<file path="config.mk">
export PLATFORM = sky130hd
export DESIGN_NAME = unidade_controle_multiciclo
export DESIGN_NICKNAME = d
export VERILOG_FILES = /design/src/rtl/unidade_controle_multiciclo_pkg.sv /design/src/rtl/unidade_controle_multiciclo_decodificador_opcode.sv /design/src/rtl/unidade_controle_multiciclo.sv
export SDC_FILE = /design/constraint.sdc
export NUM_CORES = 1
export LEC_CHECK = 0
export ABC_AREA = 1
export BUFFER_PORTS_ARGS = -buffer_cell sky130_fd_sc_hd__buf_2
export CAP_MARGIN = 20
export CORE_AREA = 2 2 51 53
export CTS_CLUSTER_DIAMETER = 200
export DETAILED_ROUTE_END_ITERATION = 6
export DIE_AREA = 0 0 53 55
export GPL_TIMING_DRIVEN = 0
export PLACE_DENSITY = 0.92
export SETUP_SLACK_MARGIN = 0.05
export SLEW_MARGIN = 30
export SYNTH_ARGS = -nofsm -noshare
export SYNTH_HDL_FRONTEND = slang
export SYNTH_SLANG_ARGS = --single-unit
</file>
<file path="constraint.sdc">
create_clock -name clk -period 2.2 [get_ports clk]
set_input_delay 0.44 -clock clk [delete_from_list [all_inputs] [get_ports clk]]
set_output_delay 0.44 -clock clk [all_outputs]
set_load 0.02 [all_outputs]
</file>
<file path="src/rtl/unidade_controle_multiciclo_pkg.sv">
// Shared encodings for the multicycle LEGv8-subset control unit:
// opcodes, FSM states, datapath operand/offset selects and fault codes.
package unidade_controle_multiciclo_pkg;

  typedef enum logic [2:0] {
    ST_FETCH  = 3'b000,
    ST_DECODE = 3'b001,
    ST_EXEC   = 3'b010,
    ST_MEM    = 3'b011,
    ST_WB     = 3'b100,
    ST_FAULT  = 3'b101
  } state_t;

  typedef enum logic [2:0] {
    CLS_R,
    CLS_I,
    CLS_LDUR,
    CLS_STUR,
    CLS_CBZ,
    CLS_ILLEGAL
  } instr_class_t;

  localparam logic [10:0] OPC_ADD  = 11'b10001011000;
  localparam logic [10:0] OPC_SUB  = 11'b11001011000;
  localparam logic [10:0] OPC_LDUR = 11'b11111000010;
  localparam logic [10:0] OPC_STUR = 11'b11111000000;
  localparam logic [9:0]  OPC_ADDI = 10'b1001000100;
  localparam logic [9:0]  OPC_SUBI = 10'b1101000100;
  localparam logic [7:0]  OPC_CBZ  = 8'b10110100;

  localparam logic [1:0] OP_AB   = 2'b00;
  localparam logic [1:0] OP_BOFF = 2'b01;
  localparam logic [1:0] OP_AOFF = 2'b10;
  localparam logic [1:0] OP_ZERO = 2'b11;

  localparam logic [1:0] IMM_D  = 2'b00;
  localparam logic [1:0] IMM_I  = 2'b01;
  localparam logic [1:0] IMM_CB = 2'b10;

  localparam logic [1:0] FAULT_NONE    = 2'b00;
  localparam logic [1:0] FAULT_ILLEGAL = 2'b01;
  localparam logic [1:0] FAULT_TIMEOUT = 2'b10;

endpackage

</file>
<file path="src/rtl/unidade_controle_multiciclo_decodificador_opcode.sv">
// Combinational opcode decoder: instruction class, legality, add/sub
// control and offset format, all derived from the IR opcode field.
module decodificador_opcode
  import unidade_controle_multiciclo_pkg::*;
(
  input  logic [31:0]  instr,
  output instr_class_t cls_o,
  output logic         legal_o,
  output logic         add_sub_o,
  output logic [1:0]   imm_sel_o
);

  // Register and offset fields are consumed by the datapath, not here.
  logic unused_fields;
  assign unused_fields = ^instr[20:0];

  always_comb begin
    cls_o     = CLS_ILLEGAL;
    add_sub_o = 1'b0;
    imm_sel_o = IMM_D;
    if (instr[31:21] == OPC_ADD) begin
      cls_o = CLS_R;
    end else if (instr[31:21] == OPC_SUB) begin
      cls_o     = CLS_R;
      add_sub_o = 1'b1;
    end else if (instr[31:21] == OPC_LDUR) begin
      cls_o = CLS_LDUR;
    end else if (instr[31:21] == OPC_STUR) begin
      cls_o = CLS_STUR;
    end else if (instr[31:22] == OPC_ADDI) begin
      cls_o     = CLS_I;
      imm_sel_o = IMM_I;
    end else if (instr[31:22] == OPC_SUBI) begin
      cls_o     = CLS_I;
      add_sub_o = 1'b1;
      imm_sel_o = IMM_I;
    end else if (instr[31:24] == OPC_CBZ) begin
      cls_o     = CLS_CBZ;
      imm_sel_o = IMM_CB;
    end
  end

  assign legal_o = (cls_o != CLS_ILLEGAL);

endmodule

</file>
<file path="src/rtl/unidade_controle_multiciclo.sv">
// Multicycle control FSM: FETCH/DECODE/EXEC/MEM/WB with a sticky FAULT
// state entered on an illegal opcode or a memory handshake timeout.
module unidade_controle_multiciclo
  import unidade_controle_multiciclo_pkg::*;
#(
  parameter int MEM_TIMEOUT = 16
)(
  input  logic        clk,
  input  logic        rst_n,
  input  logic [31:0] instr,
  input  logic        rb_zero,
  input  logic        mem_ack,
  output logic [1:0]  OP_MEM_I,
  output logic        ADD_SUB,
  output logic [1:0]  imm_sel,
  output logic        addr_sel,
  output logic        mem_req,
  output logic        mem_we,
  output logic        ir_write,
  output logic        pc_write,
  output logic        pc_src,
  output logic        reg_write,
  output logic        wb_sel,
  output logic        fault,
  output logic [1:0]  fault_code,
  output logic [2:0]  state
);

  // Handshake: mem_req stays high in FETCH/MEM until the cycle where
  // mem_ack is sampled high; that same cycle completes the transfer.
  localparam logic [7:0] TIMEOUT_LAST = 8'(MEM_TIMEOUT - 1);

  state_t       state_q, state_d;
  logic [7:0]   cnt_q, cnt_d;
  logic [1:0]   fault_code_q, fault_code_d;
  instr_class_t cls;
  logic         legal;
  logic         dec_add_sub;
  logic [1:0]   dec_imm_sel;
  logic         timeout;

  decodificador_opcode u_dec (
    .instr     (instr),
    .cls_o     (cls),
    .legal_o   (legal),
    .add_sub_o (dec_add_sub),
    .imm_sel_o (dec_imm_sel)
  );

  // Counter holds the number of ack-less cycles already spent waiting.
  assign timeout = (cnt_q == TIMEOUT_LAST);

  always_ff @(posedge clk or negedge rst_n) begin
    if (!rst_n) begin
      state_q      <= ST_FETCH;
      cnt_q        <= '0;
      fault_code_q <= FAULT_NONE;
    end else begin
      state_q      <= state_d;
      cnt_q        <= cnt_d;
      fault_code_q <= fault_code_d;
    end
  end

  always_comb begin
    state_d      = state_q;
    cnt_d        = '0;
    fault_code_d = fault_code_q;
    case (state_q)
      ST_FETCH: begin
        if (mem_ack) begin
          state_d = ST_DECODE;
        end else if (timeout) begin
          state_d      = ST_FAULT;
          fault_code_d = FAULT_TIMEOUT;
        end else begin
          cnt_d = cnt_q + 8'd1;
        end
      end
      ST_DECODE: begin
        if (legal) begin
          state_d = ST_EXEC;
        end else begin
          state_d      = ST_FAULT;
          fault_code_d = FAULT_ILLEGAL;
        end
      end
      ST_EXEC: begin
        case (cls)
          CLS_R, CLS_I:       state_d = ST_WB;
          CLS_LDUR, CLS_STUR: state_d = ST_MEM;
          default:            state_d = ST_FETCH;
        endcase
      end
      ST_MEM: begin
        if (mem_ack) begin
          state_d = (cls == CLS_LDUR) ? ST_WB : ST_FETCH;
        end else if (timeout) begin
          state_d      = ST_FAULT;
          fault_code_d = FAULT_TIMEOUT;
        end else begin
          cnt_d = cnt_q + 8'd1;
        end
      end
      ST_WB:    state_d = ST_FETCH;
      ST_FAULT: state_d = ST_FAULT;
      default: begin
        state_d      = ST_FAULT;
        fault_code_d = FAULT_ILLEGAL;
      end
    endcase
  end

  always_comb begin
    OP_MEM_I  = OP_ZERO;
    ADD_SUB   = 1'b0;
    imm_sel   = IMM_D;
    addr_sel  = 1'b0;
    mem_req   = 1'b0;
    mem_we    = 1'b0;
    ir_write  = 1'b0;
    pc_write  = 1'b0;
    pc_src    = 1'b0;
    reg_write = 1'b0;
    wb_sel    = 1'b0;
    case (state_q)
      ST_FETCH: begin
        mem_req  = 1'b1;
        ir_write = mem_ack;
        pc_write = mem_ack;
      end
      // MEM keeps the EXEC selects so the computed address stays stable.
      ST_EXEC, ST_MEM: begin
        ADD_SUB = dec_add_sub;
        imm_sel = dec_imm_sel;
        case (cls)
          CLS_R:                      OP_MEM_I = OP_AB;
          CLS_I, CLS_LDUR, CLS_STUR:  OP_MEM_I = OP_AOFF;
          default:                    OP_MEM_I = OP_ZERO;
        endcase
        if (state_q == ST_EXEC) begin
          if (cls == CLS_CBZ) begin
            pc_write = rb_zero;
            pc_src   = rb_zero;
          end
        end else begin
          addr_sel = 1'b1;
          mem_req  = 1'b1;
          mem_we   = (cls == CLS_STUR);
        end
      end
      ST_WB: begin
        reg_write = 1'b1;
        wb_sel    = (cls == CLS_LDUR);
      end
      default: ;
    endcase
    // Strobes drop the moment reset asserts, even mid-transfer.
    if (!rst_n) begin
      mem_req   = 1'b0;
      mem_we    = 1'b0;
      ir_write  = 1'b0;
      pc_write  = 1'b0;
      reg_write = 1'b0;
    end
  end

  assign fault      = (state_q == ST_FAULT);
  assign fault_code = fault_code_q;
  assign state      = state_q;

endmodule

</file>
# After elaboration in Yosys (flattened, before gate mapping)
# Cells that the tools add are included.
op_classes:
  n_addsub: 1
  eq_ne: 21
  muxes: 55
  bitwise_logic: 1
  reduce_logical: 9
ops:
  columns: ["cell", "n"]
  rows:
  - ["equality test 11 bit (second input constant)", 4]
  - ["two-way mux 3 bit", 11]
  - ["two-way mux 2 bit", 12]
  - ["two-way mux 8 bit", 3]
  - ["two-way mux 1 bit", 23]
  - ["equality test 10 bit (second input constant)", 2]
  - ["case mux 3 bit (5 select lines)", 1]
  - ["equality test 3 x 2 -> 1 bit (second input constant)", 4]
  - ["equality test 3 bit (second input constant)", 3]
  - ["adder 8 x 1 -> 8 bit (second input constant)", 1]
  - ["equality test 8 x 4 -> 1 bit (second input constant)", 1]
  - ["equality test 8 bit (second input constant)", 1]
  - ["OR reduction 2 bit", 4]
  - ["equality test 3 x 1 -> 1 bit (second input constant)", 2]
  - ["logical NOT 3 bit", 2]
  - ["case mux 2 bit (3 select lines)", 1]
  - ["case mux 3 bit (2 select lines)", 1]
  - ["OR reduction 3 bit", 2]
  - ["inequality test 2 bit (second input constant)", 2]
  - ["case mux 1 bit (2 select lines)", 2]
  - ["case mux 2 bit (2 select lines)", 1]
  - ["AND reduction 4 bit", 1]
  - ["inequality test 3 bit (second input constant)", 1]
  - ["inequality test 2 x 1 -> 1 bit (second input constant)", 1]
  - ["NOT 1 bit", 1]
totals:
  register_bits: 13
  out_inout_bits: 19
  wordCells: 90

# Depth between registers and ports, before layout
logic_depth:
  depth_word: 13
  ltp_mapped: 11
  depth_no_buf: 11

# Hierarchy
# A second synthesis with hierarchy kept.
hier_totals:
  cells_unflattened: 179
  hier_area_um2: 1121.1
modules_own_cells:
  columns: ["mod", "instances", "cells_each", "area_each_um2"]
  rows:
  - ["unidade_controle_multiciclo", 1, 122, 855.8]
  - ["decodificador_opcode", 1, 57, 265.3]

# Worst setup path before layout
# No wires, ideal clock.
synth_timing:
  path_type: "input to output"
  start: "in instr[23]"
  end: "out mem_we"
  arrival_ps: 1672
  required_ps: 1760
  slack_ps: 88
  path_stages: 10
  n_path_buf: 0
  path_cell_list: "inv_1 -> nand2_1 -> inv_1 -> nand2_1 -> nor2_4 -> nand2_1 -> nand2_1 -> a21oi_1 -> nand2_1 -> nor4_1"
synth_via:
  elab_chain_cells: 11
  word_cells_on_any_way: 16
  classes_between: "7 x eq/ne; 9 x mux"
synth_lines:
  columns: ["item", "line_no", "text"]
  rows:
  - ["start, declared", "unidade_controle_multiciclo.sv:10", "input logic [31:0] instr,"]
  - ["equality test 10 bit", "unidade_controle_multiciclo_decodificador_opcode.sv:33", "end else if (instr[31:22] == OPC_SUBI) begin"]
  - ["two-way mux 3 bit", "unidade_controle_multiciclo_decodificador_opcode.sv:33", null]
  - ["two-way mux 3 bit", "unidade_controle_multiciclo_decodificador_opcode.sv:30", "end else if (instr[31:22] == OPC_ADDI) begin"]
  - ["two-way mux 3 bit", "unidade_controle_multiciclo_decodificador_opcode.sv:28", "end else if (instr[31:21] == OPC_STUR) begin"]
  - ["two-way mux 3 bit", "unidade_controle_multiciclo_decodificador_opcode.sv:26", "end else if (instr[31:21] == OPC_LDUR) begin"]
  - ["two-way mux 3 bit", "unidade_controle_multiciclo_decodificador_opcode.sv:23", "end else if (instr[31:21] == OPC_SUB) begin"]
  - ["two-way mux 3 bit *", "unidade_controle_multiciclo_decodificador_opcode.sv:21", "if (instr[31:21] == OPC_ADD) begin"]
  - ["equality test 3 x 2 -> 1 bit *", "unidade_controle_multiciclo.sv:149", "mem_we = (cls == CLS_STUR);"]
  - ["two-way mux 1 bit *", "unidade_controle_multiciclo.sv:141", "if (state_q == ST_EXEC) begin"]
  - ["two-way mux 1 bit *", "unidade_controle_multiciclo.sv:126", "case (state_q)"]
  - ["two-way mux 1 bit *", "unidade_controle_multiciclo.sv:159", "if (!rst_n) begin"]
  - ["end, declared", "unidade_controle_multiciclo.sv:18", "output logic mem_we,"]
# Mark *: on every way between the ends. The rest lies on a longest branch, timed or not.

# Final worst setup path
layout_timing:
  start: "reg state_q[1] (netlist: state[1])"
  end: "out mem_we"
layout_via:
  elab_chain_cells: 4
  word_cells_on_any_way: 6
  classes_between: "2 x eq/ne; 3 x mux; 1 x reduce/logical"
layout_lines:
  columns: ["item", "line_no", "text"]
  rows:
  - ["start, declared", "unidade_controle_multiciclo.sv:33", "state_t state_q, state_d;"]
  - ["start signal, assigned", "unidade_controle_multiciclo.sv:59", "state_q <= state_d;"]
  - ["equality test 3 x 2 -> 1 bit (on tied branches)", "unidade_controle_multiciclo.sv:126, unidade_controle_multiciclo.sv:141", null]
  - ["two-way mux 1 bit or OR reduction 2 bit (tied branches)", "unidade_controle_multiciclo.sv:141, unidade_controle_multiciclo.sv:126", null]
  - ["two-way mux 1 bit *", "unidade_controle_multiciclo.sv:126", null]
  - ["two-way mux 1 bit *", "unidade_controle_multiciclo.sv:159", null]
# Marked as above.

==> flow_summary.json <==
{
  "outcome": "finished clean",
  "start_util_pct": 46.9,
  "critical_path_class": "reg -> out",
  "ios": 55,
  "layout_min_cycle_time_ns": 2.06,
  "clockBufferDepth": 2,
  "rrSetupSlack_ns": 0.60,
  "cts.clk_slew.worst_paths_ns": 0.08,
  "seq_power_share_pct": 53.2,
  "tritoncts": "done",
  "wl_mm": 2.82,
  "synth_seq_cells": 13,
  "syn_nets": 211,
  "yosys-top-cells-area": "dfrtp_1, nand2_1, nor2_1, inv_1, nand3_1",
  "r2r_cells": 8,
  "via_per_inst": 5.15,
  "postCtsHoldBufs": 0,
  "core_area_mm2": 0.00236,
  "area_growth_syn_to_layout_pct": 22.7,
  "pwr-share-comb_pct": 12.5,
  "fin_area_mm2": 0.00136,
  "pwr-share-clk_pct": 34.3,
  "crit_family": "simple AND/OR/NAND/NOR gates",
  "setup_viol": 0,
  "drive_above_1_share_pct": 28.4,
  "n_antenna_cell": 0,
  "gr-total-overflow": 0,
  "h-tree-depth": 1,
  "clockRootBuffer": "clkbuf_4",
  "setup.worst_path.start": "state[1]",
  "worstSetupEndpoint": "mem_we",
  "drc": 0,
  "cpPeakStageDelay_ns": 0.41,
  "finalWorstSetupSlack_ns": 0.140,
  "grt_pass1_vias": 1068,
  "syn_inst": 174,
  "die-width_um": 53,
  "critPathCaptureType": "output port",
  "r2r_end": "fault_code[1]",
  "final_cell_mix": "nand2_1, buf_2, nor2_1, inv_1, nand3_1",
  "gp_congestion": 0.902,
  "instances_no_fill": 241,
  "detailed_place_hpwl_mm": 2.20,
  "first_pass_iters": 5,
  "fin_skew_ns": 0.00288,
  "tightestPinTransition_ns": 0.312,
  "antenna_left": 0,
  "num_vias": 1240,
  "powerDensity_mw_per_mm2": 330,
  "grt_max_degree": 15,
  "dp.cells": 237,
  "rsz0062_at_grt": "yes",
  "final-max-slew-violation-count": 0,
  "yosys.area.top_type": "dfrtp_1",
  "netSwitchingPower_mw": 0.122,
  "die-area_mm2": 0.00292,
  "synth.cell_area_mm2": 0.00111,
  "ys_seq_area_share_pct": 29.3,
  "rows": 18,
  "synth-simple-area-share_pct": 50.0,
  "post-place-ws_ns": 0.0941,
  "wl_per_cell_um": 11.7,
  "maxCapViolations": 0,
  "die_h_um": 55,
  "timing.rr.start": "cnt_q[0]",
  "clock.fmax_mhz": 485,
  "synth_top_area_share_pct": 29.3,
  "initialDrtViolationCount": 39,
  "synth_compound_area_share_pct": 8.92,
  "crit_cells": 7,
  "cp.arrival_ns": 1.62,
  "slowest_stage": "dfrtp_2",
  "syn_area_per_cell_um2": 6.37,
  "hold_class": "in -> async",
  "crit_top_cell": "nand2_1",
  "nets": 249,
  "start_kind": "flop",
  "synth_fa_ha_area_share_pct": 1.13,
  "muxShareOfSynthArea_pct": 0,
  "fillers": 238,
  "placed_cell_area_mm2": 0.00131,
  "clock-sinks": 13,
  "final_common_cell": "nand2_1",
  "postCtsSetupBuffers": 0,
  "period_share_pct": 93.7,
  "grt_pass1_wl_mm": 4.35,
  "swShare_pct": 27.1,
  "crit_fanout": 5,
  "max-slew-margin-rel_pct": 79.0,
  "io_buffers": 33,
  "required_ns": 1.76,
  "yosysUniqueCellTypes": 24,
  "p_leak_nw": 0.721,
  "synth_warnings": 0,
  "clk_latency_ns": 0.29,
  "cts_buffers": 3,
  "antenna_found_initial": 0,
  "grtUsageTotal_pct": 20.3,
  "path_buf_inv": 2,
  "crit_chain": "inv_1, nor2_4, nand2_1, a21oi_2, nand2_1, nor4_1, buf_2",
  "peakVddDrop_uv": 274,
  "synth_top_family_by_area": "simple AND/OR/NAND/NOR gates",
  "hold_viol_final": 0,
  "synth_xor_area_share_pct": 0.790,
  "internal-power_mw": 0.327
}
cell families (layout without fill, tap and decap cells):
group / Yosys count / in the layout
adder cells (fa/ha/maj): 1 / 1
flip-flops: 13 / 13
AO/OA/AOI/OAI: 16 / 16
buffers and inverters: 29 / 66
XOR/XNOR: 1 / 1
AND/OR/NAND/NOR: 114 / 114
worst min path at each step:
stage | startpoint | end | slack [ns]
after CTS | rst_n | cnt_q[3] | 0.04
after floorplan | rst_n | cnt_q[0] | 0.14
after global routing | rst_n | cnt_q[0] | 0.05
after detailed placement | rst_n | cnt_q[0] | 0.35
after global placement | rst_n | cnt_q[3] | 0.35
final | rst_n | cnt_q[0] | 0.03
sequential cells by signal (all words and copies together), names as in the netlist:
register    cells
state           3
cnt_q           8
fault_code      2
power groups by stage:
stage	logic [mW]	registers, mW	clock network (mW)
global route	0.0630	0.239	0.165
CTS	0.0531	0.239	0.155
floorplan	0.0245	0.244	0
finish	0.0560	0.239	0.154
global placement	0.0517	0.243	0
detailed placement	0.0529	0.243	0
repair_timing:
item	CTS	global route
endpoints found under the setup margin	0	5
hold endpoints to repair	0	0
gates resized for setup	0	7
routing by layer:
metal | share of wire [%] | track usage [%]
met4 | 0.67 | 4.70
met2 | 51 | 37.1
met3 | 3.8 | 4.84
met5 | 0 | 0
met1 | 44 | 24.0
synth_stat cells:
master,number
nand3b_1,2
nor2_2,2
and3_1,1
nand3_1,14
o21bai_1,2
nor2_4,2
nand4_1,7
a21oi_1,7
inv_2,2
nor2_1,31
nand2_2,3
nand4_2,1
inv_1,27
nand2_1,36
nor3_1,9
ha_1,1
nor4_1,1
nor3_2,2
o21ai_0,3
dfrtp_1,13
xor2_1,1
o211ai_1,1
nand3_2,3
o21ai_2,3
per-stage QoR:
stage	utilization, %	hold slack [ns]	power, mW	TNS [ns]
6_report	57.5	0.0301	0.449	0
3_5_place_dp	55.4	0.353	0.296	0
3_3_place_gp	55.4	0.348	0.295	0
5_1_grt	57.5	0.0536	0.467	-0.00396
4_1_cts	56.6	0.0382	0.447	0
2_1_floorplan	-	0.144	0.268	0
layout make-up:
cell class | instances | area [um2] | share of cell area, %
Multi-Input combinational cell | 132 | 694 | 51.1
Sequential cell | 13 | 328 | 24.1
Inverter | 29 | 109 | 8.00
Timing Repair Buffer | 33 | 165 | 12.1
Tap cell | 30 | 37.5 | 2.76
Clock buffer | 4 | 26.3 | 1.93
Power figures use the tool's default switching activity.
